**config.mk**
```make
export PLATFORM = sky130hd
export DESIGN_NAME = motion_search_core
export DESIGN_NICKNAME = d
export VERILOG_FILES = /design/src/rtl/me_pkg.sv /design/src/rtl/me_sad_pe.sv /design/src/rtl/motion_search_core.sv
export SDC_FILE = /design/constraint.sdc
export NUM_CORES = 1
export LEC_CHECK = 0
export CAP_MARGIN = 20
export CORE_UTILIZATION = 59
export DETAILED_ROUTE_END_ITERATION = 6
export MAX_ROUTING_LAYER = met4
export PLACE_DENSITY = 0.81
export SETUP_SLACK_MARGIN = 0.05
export SKIP_CTS_REPAIR_TIMING = 1
export SYNTH_ARGS = -nofsm -noshare
export SYNTH_HDL_FRONTEND = slang
export SYNTH_SLANG_ARGS = --single-unit
```
**constraint.sdc**
```tcl
create_clock -name clock -period 6.95 [get_ports clock]
set_input_delay 1.39 -clock clock [delete_from_list [all_inputs] [get_ports clock]]
set_output_delay 1.39 -clock clock [all_outputs]
set_load 0.02 [all_outputs]
```
**src/rtl/me_pkg.sv**
```systemverilog
// Shared types and sizing helpers for the full-search block-matching motion estimator.
package me_pkg;

  typedef enum logic [1:0] {
    StIdle,
    StRun,
    StDrain,
    StDone
  } state_e;

  // Accumulator width large enough for N*N maximal absolute differences.
  function automatic int unsigned sad_w(input int unsigned block_n, input int unsigned pixel_w);
    return pixel_w + 2 * $clog2(block_n);
  endfunction

  function automatic int unsigned mv_w(input int unsigned search_p);
    return $clog2(search_p + 1) + 1;
  endfunction

  // Search-window linear address of reference pixel (i,j) for candidate (x,y) in 0..2P form.
  function automatic int unsigned win_offset(input int unsigned i, input int unsigned j,
                                             input int unsigned x, input int unsigned y,
                                             input int unsigned win_w);
    return (i + y) * win_w + (j + x);
  endfunction

endpackage

```
**src/rtl/me_sad_pe.sv**
```systemverilog
// SAD processing element: absolute difference, per-candidate accumulator and the
// partial-vs-threshold compare used to abandon losing candidates.
module me_sad_pe #(
  parameter int unsigned PIXEL_W = 8,
  parameter int unsigned SAD_W   = 16
) (
  input  logic               clock,
  input  logic               reset_n,
  input  logic               i_valid,
  input  logic               i_first,
  input  logic [PIXEL_W-1:0] i_r,
  input  logic [PIXEL_W-1:0] i_s,
  input  logic [SAD_W-1:0]   i_thresh,
  output logic [SAD_W-1:0]   o_sad,
  output logic               o_ge
);

  logic [PIXEL_W-1:0] w_diff;
  logic [SAD_W-1:0]   w_partial;
  logic [SAD_W-1:0]   r_acc;

  always_comb begin
    w_diff    = (i_r > i_s) ? (i_r - i_s) : (i_s - i_r);
    // First pixel of a candidate restarts the sum instead of adding to the previous one.
    w_partial = (i_first ? '0 : r_acc) + SAD_W'(w_diff);
    o_ge      = (w_partial >= i_thresh);
  end

  always_ff @(posedge clock or negedge reset_n) begin
    if (!reset_n) begin
      r_acc <= '0;
    end else if (i_valid) begin
      r_acc <= w_partial;
    end
  end

  assign o_sad = r_acc;

endmodule

```
**src/rtl/motion_search_core.sv**
```systemverilog
// Full-search motion estimator: FSM, raster address generation over (y,x,i,j),
// read pipeline tags and the best-candidate registers.
module motion_search_core
  import me_pkg::*;
#(
  parameter int unsigned BLOCK_N  = 16,
  parameter int unsigned SEARCH_P = 8,
  parameter int unsigned PIXEL_W  = 8,
  localparam int unsigned WIN_W   = BLOCK_N + 2 * SEARCH_P,
  localparam int unsigned AR_W    = $clog2(BLOCK_N * BLOCK_N),
  localparam int unsigned AS_W    = $clog2(WIN_W * WIN_W),
  localparam int unsigned SAD_W   = sad_w(BLOCK_N, PIXEL_W),
  localparam int unsigned MV_W    = mv_w(SEARCH_P)
) (
  input  logic                   clock,
  input  logic                   reset_n,
  input  logic                   start,
  input  logic                   early_term_en,
  output logic [AR_W-1:0]        address_r,
  input  logic [PIXEL_W-1:0]     r_data,
  output logic [AS_W-1:0]        address_s,
  input  logic [PIXEL_W-1:0]     s_data,
  output logic [SAD_W-1:0]       best_dist,
  output logic signed [MV_W-1:0] motion_x,
  output logic signed [MV_W-1:0] motion_y,
  output logic                   busy,
  output logic                   completed
);

  localparam int unsigned IW = $clog2(BLOCK_N);
  localparam int unsigned XW = $clog2(2 * SEARCH_P + 1);
  localparam logic [IW-1:0] IMax = IW'(BLOCK_N - 1);
  localparam logic [XW-1:0] XMax = XW'(2 * SEARCH_P);
  localparam logic signed [MV_W-1:0] MvOff = MV_W'(SEARCH_P);

  state_e r_state, w_state_nxt;
  logic   r_drain_cnt;
  logic   r_et_en;
  logic   w_launch;

  logic [IW-1:0] r_i, r_j;
  logic [XW-1:0] r_x, r_y;
  logic          r_all_issued;
  logic [AR_W-1:0] r_addr_r;
  logic [AS_W-1:0] r_addr_s;

  logic          r_a_valid, r_a_first, r_a_last;
  logic [XW-1:0] r_a_x, r_a_y;
  logic          r_b_valid, r_b_first, r_b_last;
  logic [XW-1:0] r_b_x, r_b_y;
  logic          r_c_last;
  logic [XW-1:0] r_c_x, r_c_y;

  logic [SAD_W-1:0]       r_best;
  logic signed [MV_W-1:0] r_mv_x, r_mv_y;

  logic [SAD_W-1:0] w_sad;
  logic             w_ge, w_abort, w_skip, w_skip_done, w_can_issue;
  logic [IW-1:0]    w_is_i, w_is_j;
  logic [XW-1:0]    w_is_x, w_is_y;

  assign w_launch = start && ((r_state == StIdle) || (r_state == StDone));

  always_comb begin
    w_state_nxt = r_state;
    unique case (r_state)
      StIdle:  if (start) w_state_nxt = StRun;
      StRun:   if (r_all_issued) w_state_nxt = StDrain;
      StDrain: if (r_drain_cnt) w_state_nxt = StDone;
      StDone:  if (start) w_state_nxt = StRun;
      default: w_state_nxt = StIdle;
    endcase
  end

  // Abort never fires on a candidate's last pixel: the in-flight read then belongs to the next one.
  assign w_abort = r_et_en && r_b_valid && !r_b_last && w_ge;
  assign w_skip  = w_abort && !r_a_last;

  always_comb begin
    w_is_i      = r_i;
    w_is_j      = r_j;
    w_is_x      = r_x;
    w_is_y      = r_y;
    w_skip_done = 1'b0;
    if (w_skip) begin
      w_is_i = '0;
      w_is_j = '0;
      if (r_x == XMax) begin
        w_is_x = '0;
        w_is_y = r_y + 1'b1;
      end else begin
        w_is_x = r_x + 1'b1;
      end
      w_skip_done = (r_x == XMax) && (r_y == XMax);
    end
    w_can_issue = (r_state == StRun) && !r_all_issued && !w_skip_done;
  end

  always_ff @(posedge clock or negedge reset_n) begin
    if (!reset_n) begin
      r_state     <= StIdle;
      r_drain_cnt <= 1'b0;
      r_et_en     <= 1'b0;
    end else begin
      r_state     <= w_state_nxt;
      r_drain_cnt <= (r_state == StDrain);
      if (w_launch) r_et_en <= early_term_en;
    end
  end

  always_ff @(posedge clock or negedge reset_n) begin
    if (!reset_n) begin
      r_i          <= '0;
      r_j          <= '0;
      r_x          <= '0;
      r_y          <= '0;
      r_all_issued <= 1'b0;
      r_addr_r     <= '0;
      r_addr_s     <= '0;
      r_a_valid    <= 1'b0;
      r_a_first    <= 1'b0;
      r_a_last     <= 1'b0;
      r_a_x        <= '0;
      r_a_y        <= '0;
    end else if (w_launch) begin
      r_i          <= '0;
      r_j          <= '0;
      r_x          <= '0;
      r_y          <= '0;
      r_all_issued <= 1'b0;
      r_a_valid    <= 1'b0;
    end else begin
      r_a_valid <= w_can_issue;
      if (w_can_issue) begin
        r_addr_r  <= {w_is_i, w_is_j};
        r_addr_s  <= AS_W'(win_offset(32'(w_is_i), 32'(w_is_j), 32'(w_is_x), 32'(w_is_y),
                                      WIN_W));
        r_a_first <= (w_is_i == '0) && (w_is_j == '0);
        r_a_last  <= (w_is_i == IMax) && (w_is_j == IMax);
        r_a_x     <= w_is_x;
        r_a_y     <= w_is_y;
        r_i       <= w_is_i;
        r_x       <= w_is_x;
        r_y       <= w_is_y;
        if (w_is_j != IMax) begin
          r_j <= w_is_j + 1'b1;
        end else begin
          r_j <= '0;
          if (w_is_i != IMax) begin
            r_i <= w_is_i + 1'b1;
          end else begin
            r_i <= '0;
            if (w_is_x != XMax) begin
              r_x <= w_is_x + 1'b1;
            end else begin
              r_x <= '0;
              r_y <= w_is_y + 1'b1;
              if (w_is_y == XMax) r_all_issued <= 1'b1;
            end
          end
        end
      end else if (w_skip_done) begin
        r_all_issued <= 1'b1;
      end
    end
  end

  always_ff @(posedge clock or negedge reset_n) begin
    if (!reset_n) begin
      r_b_valid <= 1'b0;
      r_b_first <= 1'b0;
      r_b_last  <= 1'b0;
      r_b_x     <= '0;
      r_b_y     <= '0;
      r_c_last  <= 1'b0;
      r_c_x     <= '0;
      r_c_y     <= '0;
    end else if (w_launch) begin
      r_b_valid <= 1'b0;
      r_c_last  <= 1'b0;
    end else begin
      r_b_valid <= r_a_valid && !w_abort;
      r_b_first <= r_a_first;
      r_b_last  <= r_a_last;
      r_b_x     <= r_a_x;
      r_b_y     <= r_a_y;
      r_c_last  <= r_b_valid && r_b_last;
      r_c_x     <= r_b_x;
      r_c_y     <= r_b_y;
    end
  end

  always_ff @(posedge clock or negedge reset_n) begin
    if (!reset_n) begin
      r_best <= '1;
      r_mv_x <= '0;
      r_mv_y <= '0;
    end else if (w_launch) begin
      r_best <= '1;
      r_mv_x <= '0;
      r_mv_y <= '0;
    end else if (r_c_last && (w_sad < r_best)) begin
      r_best <= w_sad;
      r_mv_x <= signed'(MV_W'(r_c_x)) - MvOff;
      r_mv_y <= signed'(MV_W'(r_c_y)) - MvOff;
    end
  end

  me_sad_pe #(
    .PIXEL_W(PIXEL_W),
    .SAD_W  (SAD_W)
  ) u_pe (
    .clock   (clock),
    .reset_n (reset_n),
    .i_valid (r_b_valid),
    .i_first (r_b_first),
    .i_r     (r_data),
    .i_s     (s_data),
    .i_thresh(r_best),
    .o_sad   (w_sad),
    .o_ge    (w_ge)
  );

  assign address_r = r_addr_r;
  assign address_s = r_addr_s;
  assign best_dist = r_best;
  assign motion_x  = r_mv_x;
  assign motion_y  = r_mv_y;
  assign busy      = (r_state == StRun) || (r_state == StDrain);
  assign completed = (r_state == StDone);

endmodule

```
==> results of run 1 <==
-- worst max-delay path, delay by kind of cell --
kind,cells,cell delay (ps)
and+or+nand+nor,7,1230
buffers and inverters,7,820
xor gates and xnor gates,3,460
AOI/OAI and AO/OA,15,2620
muxes,1,350
adders and majority gates,5,1390
-- flip-flops by register name (all words and copies together), names as in the netlist, 4 cells and up --
name / flops
r_x: 5
r_j: 4
motion_x: 5
r_b_y: 5
r_c_x: 5
r_c_y: 5
address_r: 8
r_a_y: 5
u_pe.o_sad: 16
r_b_x: 5
r_y: 5
r_a_x: 5
r_i: 4
best_dist: 16
motion_y: 5
address_s: 10
-- per-stage QoR --
stage	hold slack, ps	utilization [%]	setup WS, ps
6_report	473	88.9	-1040
5_1_grt	517	88.9	-1330
4_1_cts	470	80.5	-1280
3_5_place_dp	456	75.8	-1660
3_3_place_gp	449	75.8	-1410
2_1_floorplan	438	-	-664
-- cell type report --
type,instances,area (um2)
multi-input cells,638,5070
flip-flops and latches,120,3020
repair buffers,223,2090
fillers,598,1410
clock buffers,20,457
inverters,75,312
well taps,172,215
clock inverters,12,141
-- metal layers --
| metal | track usage, % | routed length, um | vias up |
|---|---|---|---|
| met1 | 41.4 | 10100 | 3731 |
| met4 | 15.4 | 1560 | 0 |
| met3 | 8.04 | 1940 | 164 |
| li1 | - | - | 3399 |
| met2 | 56.2 | 12400 | 455 |
| met5 | - | 0 | - |
-- synth_stat cells, drive strengths merged (2+ instances only) --
cell type    n
nand4       12
nor2b       14
clkbuf      30
a211o        3
o21ai       57
fa           4
ha          76
mux2i       19
dfrtp      104
nand2      153
dfstp       16
xor2        11
nand2b       7
nor4         6
nor3        16
a21oi       52
o211ai      16
nor3b        4
a2111oi      3
mux2        17
nand3       14
o41ai        2
nor2        50
o22ai        6
a21o        15
buf          6
o21bai       5
a22oi        2
a211oi      10
and3         4
or3          4
a31oi        3
xnor2       29
inv         75
and2         7
-- final timing paths --
check	start	to	slack (ps)	cells past startpoint
worst max-delay path	r_data[0]	address_s[8]	-1040	38
worst min-delay path	r_b_x[0]	r_b_x[0]	470	2
worst max register to register	r_b_first	address_s[8]	880	28
worst min register to register	r_b_x[0]	r_b_x[0]	470	2
max in group asynchronous	reset_n	r_drain_cnt	4990	3
min in group asynchronous	reset_n	u_pe.o_sad[12]	920	1
-- power groups by stage --
| stage | clock [W] | combinational (W) | sequential (W) |
|---|---|---|---|
| global route | 0.000935 | 0.00201 | 0.00101 |
| global placement | 0 | 0.00139 | 0.000975 |
| detailed placement | 0 | 0.00145 | 0.000987 |
| floorplan | 0 | 0.000908 | 0.000949 |
| finish | 0.000911 | 0.00189 | 0.000997 |
| CTS | 0.000899 | 0.00148 | 0.000981 |
-- kinds of logic (layout without fill, tap and decap cells) --
| logic type | Yosys count | in the layout | share of synthesized area, % |
|---|---|---|---|
| simple gates | 298 | 298 | 17.9 |
| compound gates | 184 | 184 | 14.9 |
| flops | 120 | 120 | 38.9 |
| buf+inv | 111 | 330 | 5.41 |
| fa+ha+maj | 80 | 80 | 13.3 |
| xor+xnor | 40 | 40 | 4.51 |
| mux | 36 | 36 | 5.07 |
-- cells in the final DEF (no fill, tap or decap), drive strengths merged, types with 12 or more instances in the layout --
master	synthesis	layout
clkbuf	30	26
inv	75	77
ha	76	76
clkdlybuf4s50	0	58
buf	6	155
a21oi	52	52
nand2	153	153
xnor2	29	29
a21o	15	15
nor3	16	16
mux2	17	17
dfrtp	104	104
mux2i	19	19
nor2	50	50
nand4	12	12
nand3	14	14
o211ai	16	16
o21ai	57	57
nor2b	14	14
dfstp	16	16
==> impl_metrics.toml, run 1 <==
[run_status]
outcome = "complete, but fails checks"
violations = "setup timing"

[setup_path]
crit_fanout = 7
cp-end-kind = "flip-flop"
arrival_ps = 8300
cp-start-kind = "input pin"
critPathKind = "input pin to flip-flop"
crit_required_ps = 7270
crit_slowest_cell = "ha_1"
cp_common_cell = "a21o_1"
cp_slowest_stage_delay_ps = 400

[routing]
routed_wl_um = 26000
wire_per_inst_um = 20.7
drc = 0
vias = 7749
dr.pass1.iters = 6
drt-initial-drc-count = 939
via_per_inst = 6.15
ant_nets = 0

[sta]
worst_slack_ps = -1040
finalCritPeriodShare_pct = 115
slew_headroom_pct = 21.0
timing.fmax_mhz = 125
worstMarginPinSlew_ps = 1180
finalMaxSlewViolations = 0
finalCriticalPeriod_ps = 7990
tns_ps = -21640
hold_violations = 0
setup-violations-final = 47
grt_setup_unrepaired = "yes"
fin_skew_ps = 17.8

[power_and_ir_drop]
power_w = 0.00380
power.internal_w = 0.00229
swShare_pct = 39.7
seqPwrFrac_pct = 26.2
p_switching_w = 0.00151
vdd_drop_max_uv = 289
cellLeakagePower_nw = 5.37
pwr-share-comb_pct = 49.8
p_per_area_mw_per_mm2 = 336
pwr-share-clk_pct = 24.0

[finish]
nets = 1175
syn2layout_area_growth_pct = 45.6
finalInstanceArea_mm2 = 0.0113
fin_cells = 1260
diodes = 0
drive_gt1_share_pct = 33.2

[synthesis]
synth_ff_type = "dfrtp_1"
postSynthAreaPerCell_um2 = 8.94
yosys.area.top_type = "dfrtp_1"
ys_types = 63
yosysWarningCount = 0
synth.area.top_cells = "dfrtp_1, ha_1, nand2_1"
synth_nets = 969
synthArstFlopShare_pct = 100
synth_cells = 869
synth.top_cell.area_share_pct = 33.5
netlist_area_mm2 = 0.00777
yosysSeqAreaShare_pct = 38.9
synth_seq_cells = 120
synth-edff-count = 0

[grt]
grt_overflow = 0
grt_pass1_wl_um = 34900
grt_max_degree = 85
grt_use_total_pct = 34.7
grt_pass1_vias = 7220
antenna_found_initial = 0

[floorplan]
io_pins = 66
num_rows = 41
dieArea_mm2 = 0.0136
start_util_pct = 61.1
fp.dieW_um = 117
die_y_um = 117
coreArea_mm2 = 0.0127

[placed_design]
portBuffers = 65
post_dp_cell_area_mm2 = 0.00964
dp_hpwl_um = 14500
place_inst = 1183
place.gp.congestion = 0.933

[clock_network]
insertion_delay_ps = 450
clock-sinks = 120
cts-root-buf = "clkbuf_16"
clk_transition_reported_paths_ps = 70
tritoncts = "built"
clk_path_buf_depth = 2
h-tree-depth = 4
cts_buffers = 17

[flow_run]
maxCapViolations = 0

[worst_hold_path]
worstHoldPathType = "flip-flop to flip-flop"
Power figures use the tool's default switching activity.
==> run 2, diff against run 1 <==
CORE_UTILIZATION = 55   (was 59)
PLACE_DENSITY = 0.76   (was 0.81)
==> run 2 against run 1 <==
  * The flow still finishes with violations (setup timing)
  * Die area is 7.1% higher
  * Sequential cell count is the same
  * Sequential share of layout area increased by 1.3 points
  * Via count shrank 11%
  * Global-route usage decreased by 5.9 points
  * Critical path depth rose by 2
  * Routed wire length fell by 22%
  * Final area decreased by 4.5%
==> impl_metrics.toml, run 2 (synthesis results as in run 1) <==
[run_status]
outcome = "complete, but fails checks"
violations = "setup timing"

[placed_design]
place_inst = 1189
portBuffers = 65
place.gp.congestion = 0.943
post_dp_cell_area_mm2 = 0.00967
dp_hpwl_um = 13800

[worst_hold_path]
holdPathEnd = "r_c_x[0]"
whs_path_depth = 2
hold_start = "r_b_x[0]"
worstHoldPathType = "flip-flop to flip-flop"

[setup_path]
r2r.worst_path.cells = 30
crit_required_ps = 7260
crit_fanout = 8
cp-end-kind = "flip-flop"
critPathKind = "input pin to flip-flop"
arrival_ps = 7980
crit_start = "r_data[0]"
r2r_setup_slack_ps = 1250
cp-start-kind = "input pin"
crit_slowest_cell = "fa_2"
cp_slowest_stage_delay_ps = 350
rr_endpoint = "address_s[8]"
timing.rr.start = "r_b_first"

[finish]
layout_commonest_cell = "nand2_1"
syn2layout_area_growth_pct = 39.0
fin_cells = 1241
diodes = 0
multiInputGateArea_mm2 = 0.00497
drive_gt1_share_pct = 29.9
final-seq-area_mm2 = 0.00302
utilization_pct = 78.1
mostFrequentLayoutCells = "nand2_1, buf_4, dfrtp_1, ha_1, inv_1"
finalInstanceArea_mm2 = 0.0108
fill_cells = 880
nets = 1148

[sta]
slew_headroom_pct = 32.9
finalCriticalPeriod_ps = 7670
finalMaxSlewViolations = 0
hold_slack_ps = 467
worstMarginPinSlew_ps = 1010
tns_ps = -12090
hold_violations = 0
fin_skew_ps = 9.95
setup-violations-final = 24
worst_slack_ps = -719
timing.fmax_mhz = 130
finalCritPeriodShare_pct = 110
grt_setup_unrepaired = "yes"

[floorplan]
start_util_pct = 56.2
dieArea_mm2 = 0.0146
die_y_um = 121
coreArea_mm2 = 0.0138
fp.dieW_um = 121
io_pins = 66
num_rows = 43

[clock_network]
clk_transition_reported_paths_ps = 60
clk_path_buf_depth = 2
cts-root-buf = "clkbuf_16"
h-tree-depth = 4
tritoncts = "built"
insertion_delay_ps = 420
cts_buffers = 17
clock-sinks = 120

[grt]
grt_max_degree = 73
antenna_found_initial = 0
grt_overflow = 0
grt_use_total_pct = 28.8
grt_pass1_vias = 6627
grt_pass1_wl_um = 32200

[power_and_ir_drop]
vdd_drop_max_uv = 312
p_per_area_mw_per_mm2 = 311
cellLeakagePower_nw = 5.13

[routing]
dr.pass1.iters = 6
wire_per_inst_um = 16.3
routed_wl_um = 20300
vias = 6914
drc = 0
via_per_inst = 5.57
drt-initial-drc-count = 448
ant_nets = 0

[flow_run]
maxCapViolations = 0
run 2: stage by stage:
step           worst slack, ps  total power [W]
2_1_floorplan             -664          0.00186
3_3_place_gp             -1320          0.00235
3_5_place_dp             -1550          0.00240
4_1_cts                  -1150          0.00323
5_1_grt                  -1100          0.00357
6_report                  -719          0.00336
run 2: report_power, final:
part           internal (W)  switching [W]
sequential         0.000830       0.000155
combinational      0.000748       0.000818
clock              0.000463       0.000349
run 2: worst max-delay path by stage:
stage                   end  slack [ps]
3_3_place_gp   address_s[9]       -1320
5_1_grt        address_s[8]       -1100
6_report       address_s[8]        -720
2_1_floorplan        r_y[2]        -660
3_5_place_dp   address_s[8]       -1550
4_1_cts        address_s[8]       -1150
run 2: worst max-delay path: cells and delay by family:
| family | cells | cell delay (ps) |
|---|---|---|
| compound gates | 17 | 2720 |
| buf+inv | 4 | 320 |
| fa+ha+maj | 5 | 1200 |
| mux | 1 | 340 |
| xor+xnor | 4 | 790 |
| simple gates | 9 | 1210 |
run 2: cell type report:
type / count / area share [%]
Multi-Input combinational cell: 638 / 46.0
Sequential cell: 120 / 28.0
Timing Repair Buffer: 196 / 16.0
Clock buffer: 18 / 3.98
Inverter: 75 / 2.82
Tap cell: 180 / 2.09
Clock inverter: 14 / 1.07
run 2: routing by layer:
| metal | up-vias | global-route usage (%) | wire length (um) |
|---|---|---|---|
| li1 | 3338 | - | - |
| met1 | 3335 | 35.6 | 8820 |
| met2 | 193 | 47.0 | 10100 |
| met3 | 48 | 5.94 | 872 |
| met4 | 0 | 10.0 | 490 |
| met5 | - | - | 0 |
